## src/rtl/cache_mem_arbiter.sv

```systemverilog
// cache_mem_arbiter
// Shares one main-memory port between the i-cache (read-only) and the d-cache
// (read/writeback). Arbitration is round-robin between the two caches. A
// watchdog aborts memory transactions that run for too long and latches a
// sticky error flag.
//
// Every transaction follows the same sequence: IDLE -> GNT_x -> TURN -> IDLE.
// The single TURN cycle gives the requester time to drop its request after it
// sees busywait go low, so a finished request is never granted a second time.
module cache_mem_arbiter #(
  parameter int ADDR_W  = 28,
  parameter int BLOCK_W = 128,
  parameter int TIMEOUT = 255
) (
  input  logic               clk,
  input  logic               reset,
  input  logic               i_read,
  input  logic [ADDR_W-1:0]  i_address,
  output logic [BLOCK_W-1:0] i_readdata,
  output logic               i_busywait,
  input  logic               d_read,
  input  logic               d_write,
  input  logic [ADDR_W-1:0]  d_address,
  input  logic [BLOCK_W-1:0] d_writedata,
  output logic [BLOCK_W-1:0] d_readdata,
  output logic               d_busywait,
  output logic               mem_read,
  output logic               mem_write,
  output logic [ADDR_W-1:0]  mem_address,
  output logic [BLOCK_W-1:0] mem_writedata,
  input  logic [BLOCK_W-1:0] mem_readdata,
  input  logic               mem_busywait,
  output logic               err_timeout
);

  typedef enum logic [1:0] {
    IDLE,
    GNT_I,
    GNT_D,
    TURN
  } state_t;

  // The counter only has to reach TIMEOUT; the minimum width is 1 bit.
  localparam int WDOG_W = (TIMEOUT < 2) ? 1 : $clog2(TIMEOUT + 1);
  localparam logic [WDOG_W-1:0] WDOG_LIMIT = WDOG_W'(TIMEOUT);
  localparam bit WDOG_ON = (TIMEOUT != 0);

  state_t            state;
  logic              last_d;      // 1 when the d-cache had the most recent grant
  logic              seen_busy;   // memory has accepted the current transaction
  logic              grant_write; // operation latched at grant time
  logic [WDOG_W-1:0] wdog;

  logic i_req;
  logic d_req;
  logic in_grant;
  logic done;
  logic timeout;
  logic finish;

  assign i_req    = i_read;
  assign d_req    = d_read | d_write;
  assign in_grant = (state == GNT_I) || (state == GNT_D);

  // A transaction is complete only after memory has raised busywait and then
  // lowered it again. This rejects the stale busywait=0 seen in the grant cycle.
  assign done    = in_grant & seen_busy & ~mem_busywait;
  assign timeout = WDOG_ON & in_grant & ~done & (wdog == WDOG_LIMIT);
  assign finish  = done | timeout;

  // Busywait drops for exactly the cycle in which the port's grant finishes
  // (normal completion or watchdog abort). An idle port reads busywait as 0.
  assign i_busywait = i_req & ~((state == GNT_I) & finish);
  assign d_busywait = d_req & ~((state == GNT_D) & finish);

  // Drive the memory port from the granted cache. The strobe follows the
  // operation latched at grant time, so a requester that drops its request
  // early does not cut the memory transaction short.
  always_comb begin
    mem_read      = 1'b0;
    mem_write     = 1'b0;
    mem_address   = '0;
    mem_writedata = '0;
    case (state)
      GNT_I: begin
        mem_read    = 1'b1;
        mem_address = i_address;
      end
      GNT_D: begin
        mem_read      = ~grant_write;
        mem_write     = grant_write;
        mem_address   = d_address;
        mem_writedata = d_writedata;
      end
      default: begin
        mem_read  = 1'b0;
        mem_write = 1'b0;
      end
    endcase
  end

  // Arbitration FSM. It also handles completion tracking, the watchdog,
  // read-data capture and the sticky error flag.
  always_ff @(posedge clk) begin
    if (reset) begin
      state       <= IDLE;
      last_d      <= 1'b0;
      seen_busy   <= 1'b0;
      grant_write <= 1'b0;
      wdog        <= '0;
      i_readdata  <= '0;
      d_readdata  <= '0;
      err_timeout <= 1'b0;
    end else begin
      case (state)
        IDLE: begin
          seen_busy <= 1'b0;
          wdog      <= '0;
          if (i_req && (!d_req || last_d)) begin
            state       <= GNT_I;
            last_d      <= 1'b0;
            grant_write <= 1'b0;
          end else if (d_req) begin
            state       <= GNT_D;
            last_d      <= 1'b1;
            // A read and a write together are treated as a write.
            grant_write <= d_write;
          end
        end

        GNT_I, GNT_D: begin
          wdog <= wdog + WDOG_W'(1);
          if (mem_busywait) begin
            seen_busy <= 1'b1;
          end
          if (done) begin
            state     <= TURN;
            seen_busy <= 1'b0;
            // If the requester has already withdrawn, the returned block is discarded.
            if (state == GNT_I && i_read) begin
              i_readdata <= mem_readdata;
            end
            if (state == GNT_D && !grant_write && d_read) begin
              d_readdata <= mem_readdata;
            end
          end else if (timeout) begin
            state       <= TURN;
            seen_busy   <= 1'b0;
            err_timeout <= 1'b1;
          end
        end

        TURN: begin
          state <= IDLE;
        end

        default: begin
          state <= IDLE;
        end
      endcase
    end
  end

endmodule

```

## config.mk

```make
export PLATFORM = sky130hd
export DESIGN_NAME = cache_mem_arbiter
export DESIGN_NICKNAME = d
export VERILOG_FILES = /design/src/rtl/cache_mem_arbiter.sv
export SDC_FILE = /design/constraint.sdc
export NUM_CORES = 1
export LEC_CHECK = 0
export CAP_MARGIN = 20
export CORE_AREA = 3 3 288 290
export DETAILED_ROUTE_END_ITERATION = 16
export DIE_AREA = 0 0 291 293
export SYNTH_ARGS = -nofsm -noshare
export SYNTH_HDL_FRONTEND = slang
export SYNTH_SLANG_ARGS = --single-unit
```

## constraint.sdc

```tcl
create_clock -name clk -period 1.9 [get_ports clk]
set_input_delay 0.475 -clock clk [delete_from_list [all_inputs] [get_ports clk]]
set_output_delay 0.475 -clock clk [all_outputs]
set_load 0.02 [all_outputs]
```

* Word level (Yosys, flattened, before mapping)
Index checks and enable logic that the tools add are counted.
** Word-level totals
- Input port bits :: 318
- Flip-flop bits (word level) :: 270
- Logic and storage cells :: 67
- Output and inout bits :: 417
** Cells by class
- Mux-type cells :: 18
- Reductions and logical operators :: 18
- $add $sub $neg :: 1
- Bitwise logic cells :: 15
- Equality and inequality tests :: 7
** Operators with widths (count)
- 128-bit 2-to-1 mux :: 1
- 28-bit one-hot mux with 2 select lines :: 1
- 8-bit one-hot mux with 2 select lines :: 1
- 3-bit AND reduction :: 3
- 8-bit by 1-bit adder with 8-bit output (second input constant) :: 1
- 1-bit AND :: 8
- 8-bit equality test (second input constant) :: 1
- 1-bit 2-to-1 mux :: 8
- 2-bit 2-to-1 mux :: 4
- 3-bit inequality test (second input constant) :: 2
- 2-bit one-hot mux with 3 select lines :: 1
- 2-bit AND reduction :: 3
- 1-bit NOT :: 5
- 2-bit equality test (second input constant) :: 2
- 1-bit logical AND :: 4
- 4-bit inequality test (second input constant) :: 1
- 1-bit one-hot mux with 2 select lines :: 2
- 2-bit nonzero test :: 2
- 2-bit by 1-bit equality test with 1-bit output (second input constant) :: 1
- 1-bit zero test :: 2
- 2-bit zero test :: 1
- 1-bit logical OR :: 2
- 1-bit bitwise OR :: 2
- 2-bit OR reduction :: 1

* Longest topological paths before layout
- Word-level depth :: 11
- Gate-level depth with buffers :: 9
- Depth with buffers taken out :: 6

* Worst setup path before layout
No wires, ideal clock.
- Path type :: register to output
- From :: register state[0]
- To :: output port i_busywait
- Required time :: 1.425 ns
- Path buffers :: 1
- Stages on the path, launching flop included :: 7
- Path slack :: -0.292 ns
- Arrival time :: 1.717 ns
- Path through :: dfxtp_1 > inv_1 > ha_1 > buf_4 > and3b_4 > o21bai_1 > a21boi_0
** On the way
- Cells in the longest elaborated chain, start to end :: 11
- Elaborated cells on any way between the ends :: 12
- Classes of those cells :: eq/ne (2); bitwise (9); reduce/logical (1)
** Ends and longest elaborated chain
- from (decl) :: RTL line 48 : state_t state;
- from (signal assigned) :: RTL line 106 : state <= IDLE;
- from (signal assigned) :: RTL line 120 : state <= GNT_I;
- from (signal assigned) :: RTL line 124 : state <= GNT_D;
- 2-bit by 1-bit equality test with 1-bit output / 2-bit equality test (equally long branches) :: RTL line 63, 73
- 1-bit logical OR :: RTL line 63 : assign in_grant = (state == GNT_I) || (state == GNT_D);
- 1-bit AND (2 in series) :: RTL line 67 : assign done = in_grant & seen_busy & ~mem_busywait;
- 1-bit NOT (no line)
- 1-bit AND (2 in series) :: RTL line 68 : assign timeout = WDOG_ON & in_grant & ~done & (wdog == WDOG_LIMIT);
- 1-bit bitwise OR :: RTL line 69 : assign finish = done | timeout;
- 1-bit AND (*) :: RTL line 73 : assign i_busywait = i_req & ~((state == GNT_I) & finish);
- 1-bit NOT (*) :: RTL line 73
- 1-bit AND (*) :: RTL line 73
- to (decl) :: RTL line 20 : output logic i_busywait,
Mark *: on every way between the ends. The rest lies on a longest branch, timed or not.

* Worst setup path after layout
- From :: register state[0]
- To :: output port mem_address[16]
** On the way
- Cells in the longest elaborated chain, start to end :: 2
- Elaborated cells on any way between the ends :: 3
- Classes of those cells :: eq/ne (2); mux (1)
** Ends and longest elaborated chain
- 2-bit equality test / 2-bit by 1-bit equality test with 1-bit output (equally long branches) :: RTL line 84 : case (state)
- 28-bit one-hot mux with 2 select lines (*) :: RTL line 84
- to (decl) :: RTL line 29 : output logic [ADDR_W-1:0] mem_address,
Marked as above.

==> summary.json <==
{
  "worst_hold_path": {
    "whs_endpoint": "d_readdata[123]",
    "worstHoldStart": "reset",
    "timing.hold.worst_path_depth": 2,
    "worst_hold_path_type": "in -> reg"
  },
  "critical_path": {
    "worst_setup_path_startpoint": "state[0]",
    "worst-endpoint-arrival_ns": 2.09,
    "worstPathRequired_ns": 1.42,
    "start_kind": "register",
    "r2r-end": "d_readdata[89]",
    "setup.worst_path.end_class": "output port",
    "crit_fanout": 8,
    "criticalPathCategory": "reg -> out",
    "ff2ff_setup_slack_ns": -0.29,
    "reg2regPathDepth": 14,
    "rr_startpoint": "state[0]"
  },
  "routing": {
    "drt-wirelength-per-cell_um": 22.6,
    "met3RoutedLength_um": 5190,
    "via_per_inst": 3.94,
    "drt-initial-drc-count": 538,
    "detail_route.first_pass.iterations": 4,
    "wl_um": 75400,
    "wl_met2_um": 40800,
    "vias": 13200,
    "highest-signal-layer": "met5",
    "detail_route.drc_violations": 0,
    "drt-met1-wl_um": 27200,
    "route.antenna.remaining_nets": 0
  },
  "timing": {
    "setup-violations-final": 650,
    "report.final.slew_viol_count": 0,
    "post-route-min-period_ns": 2.56,
    "final_min_period_over_clock_period_pct": 135,
    "worst_margin_slew_ns": 0.596,
    "max_freq_mhz": 390,
    "worst_slew_margin_rel_pct": 60.0,
    "rsz0062_at_grt": "true",
    "timing.clock.skew_ns": 0.0176,
    "finalWorstSetupSlack_ns": -0.661,
    "final-hold-violation-count": 0
  },
  "clock_tree": {
    "worst_skew_pair_latency_ns": 0.58,
    "clock_sink_count": 270,
    "max-clock-path-buffers": 3,
    "clock-root-buffer": "clkbuf_16",
    "cts_tree": "built",
    "cts_buffers": 31,
    "path_clk_slew_ns": 0.06,
    "cts_max_level": 1
  },
  "synth": {
    "ys_ff_latch": 270,
    "synth_top_cell_area_share_pct": 48.2,
    "synth.yosys.seq_area_share_pct": 48.2,
    "synth_async_sr_flop_share_pct": 0,
    "post_synth.cell_area_avg_um2": 7.98,
    "synth-edff-count": 0,
    "post_synthesis_instance_area_mm2": 0.0112,
    "yosysUniqueCellTypes": 42,
    "synth.top_cells.by_area": "dfxtp_1 (48%), nand2_1 (17%), a21oi_1 (9.5%)",
    "ys.warnings.count": 0,
    "syn_inst": 1406,
    "synthesis.nets": 1729,
    "dominantRegCellSynth": "dfxtp_1",
    "synth_area_leader_cell": "dfxtp_1"
  },
  "layout": {
    "regArea_mm2": 0.00541,
    "syn_to_final_growth_pct": 124,
    "total_area_of_multi_input_combinational_cells_mm2": 0.00660,
    "nFillCells": 8388,
    "layout.cells.most_common_list": "clkdlybuf4s50_1 (554), nand2_1 (419), dfxtp_1 (268)",
    "final_common_cell": "clkdlybuf4s50_1",
    "drive_above_1_share_pct": 36.2,
    "finish.net_count": 2574,
    "antennaDiodeCount": 0,
    "final_core_utilization_pct": 31.3
  },
  "run": {
    "drv.max_cap_violation_count": 0
  },
  "outcome": {
    "status": "finished with violations",
    "violated_checks": "setup timing"
  },
  "power_and_ir_drop": {
    "p_sw_w": 0.00682,
    "p_leak_nw": 8.89,
    "power_per_cell_area_mw_per_mm2": 859,
    "power.share.switching_pct": 31.5,
    "ir_drop_mv": 0.672,
    "power_report.internal_total_w": 0.0148,
    "pwr-share-seq_pct": 26.8,
    "p_clk_share_pct": 28.7,
    "power.combinational.fraction_pct": 44.6
  },
  "floorplan": {
    "dieHeight_um": 293,
    "area_of_the_placeable_core_mm2": 0.0805,
    "floorplan.die_area_mm2": 0.0853,
    "die_width_um": 291,
    "placement_rows": 104,
    "start_util_pct": 13.9,
    "i_o_pins": 735
  },
  "global_route": {
    "grt_max_degree": 79,
    "gr-usage-all-layers_pct": 15.6,
    "global_route_wire_length_before_repair_um": 96800,
    "grt_pass1_vias": 12900,
    "initial_antenna_violation_count": 10,
    "globalRouteOverflowTotal": 0
  },
  "placement": {
    "hpwlAfterDp_um": 56400,
    "io_buf_count": 734,
    "worst_slack_placed_ns": -0.869,
    "gp_congestion": 0.797
  }
}
## per-layer routing
metal / GRT usage [%] / vias to the layer above
li1: - / 6251
met1: 15.9 / 6294
met2: 31.1 / 522
met3: 4.20 / 82
met4: 4.05 / 2
met5: 0 / -
## power by group through the flow
stage | Sequential [W] | Combinational [W] | Clock (W)
2_1_floorplan | 0.00593 | 0.00242 | 0
3_3_place_gp | 0.00590 | 0.00684 | 0
3_5_place_dp | 0.00590 | 0.00685 | 0
4_1_cts | 0.00579 | 0.00963 | 0.00640
5_1_grt | 0.00580 | 0.00996 | 0.00660
6_report | 0.00579 | 0.00965 | 0.00620
## cells by family (layout without fill, tap and decap cells)
group	Yosys count	count (layout)	synth area share, %
simple gates	707	707	27.8
xor+xnor	5	5	0.390
buf+inv	115	984	6.89
mux	1	1	0.0892
compound gates	303	303	16.2
fa+ha+maj	5	5	0.557
flops	270	270	48.2
## sequential cells by signal, summed over array words and instances, names as in the netlist
signal       count
d_readdata     128
err_timeout      1
grant_write      1
i_readdata     128
last_d           1
seen_busy        1
state            2
wdog             8
## stage by stage
step | power (W) | hold WS (ns) | TNS, ns | std cells | cell area, um^2
after detailed placement | 0.0128 | 0.445 | -124.47 | 3192 | 20800
final | 0.0216 | 0.351 | -152.35 | 3335 | 25200
after global placement | 0.0127 | 0.441 | -123.79 | 3192 | 20800
after CTS | 0.0218 | 0.283 | -174.85 | 3302 | 23600
after floorplan | 0.00834 | 0.454 | -0.0421 | 1406 | 11200
after global routing | 0.0224 | 0.315 | -211.34 | 3335 | 25200
## area by class of cell
cell class	count	share of cell area, %
clock inverters	16	0.685
inverters	4	0.0596
clock buffers	41	3.51
repair buffers	923	42.8
flip-flops and latches	270	21.5
multi-input cells	1021	26.2
well taps	1060	5.26
## worst max path at each step
stage                                  to  slack, ns  cells after the start
after floorplan                d_busywait      -0.02                      6
after global placement         i_busywait      -0.88                      5
after detailed placement       d_busywait      -0.87                      5
after CTS                  mem_address[9]      -0.76                     10
after global routing      mem_address[16]      -0.76                      9
final                     mem_address[16]      -0.66                      9
## worst max-delay path: stages, from the launching register on
cell and delay (ns):
dfxtp_2 0.33, inv_2 0.04, buf_6 0.10, ha_4 0.18, buf_12 0.15, buf_6 0.12
buf_6 0.12, a22oi_2 0.25, nor2b_4 0.08, buf_12 0.14
## Yosys cell counts, types with 2 or more instances
master    number
a21oi_1      212
a21oi_2       48
a22oi_1       28
and2_1       130
and3_4         2
buf_12         2
buf_2         28
buf_4          3
buf_6          8
buf_8         18
clkbuf_1      51
dfxtp_1      270
ha_1           5
inv_1          4
nand2_1      518
nand3_1        3
nand4_1        2
nor2_1        13
nor2b_1       31
o21ai_0        4
or3_1          2
xnor2_1        2
xor2_1         3
## what timing repair did
action	4_1_cts	5_1_grt
hold buffers	0	0
gates resized for setup	616	311
setup endpoints to repair	655	658
setup buffers	38	23
gates cloned	19	18
pin swaps	26	180
Power figures use the tool's default switching activity.
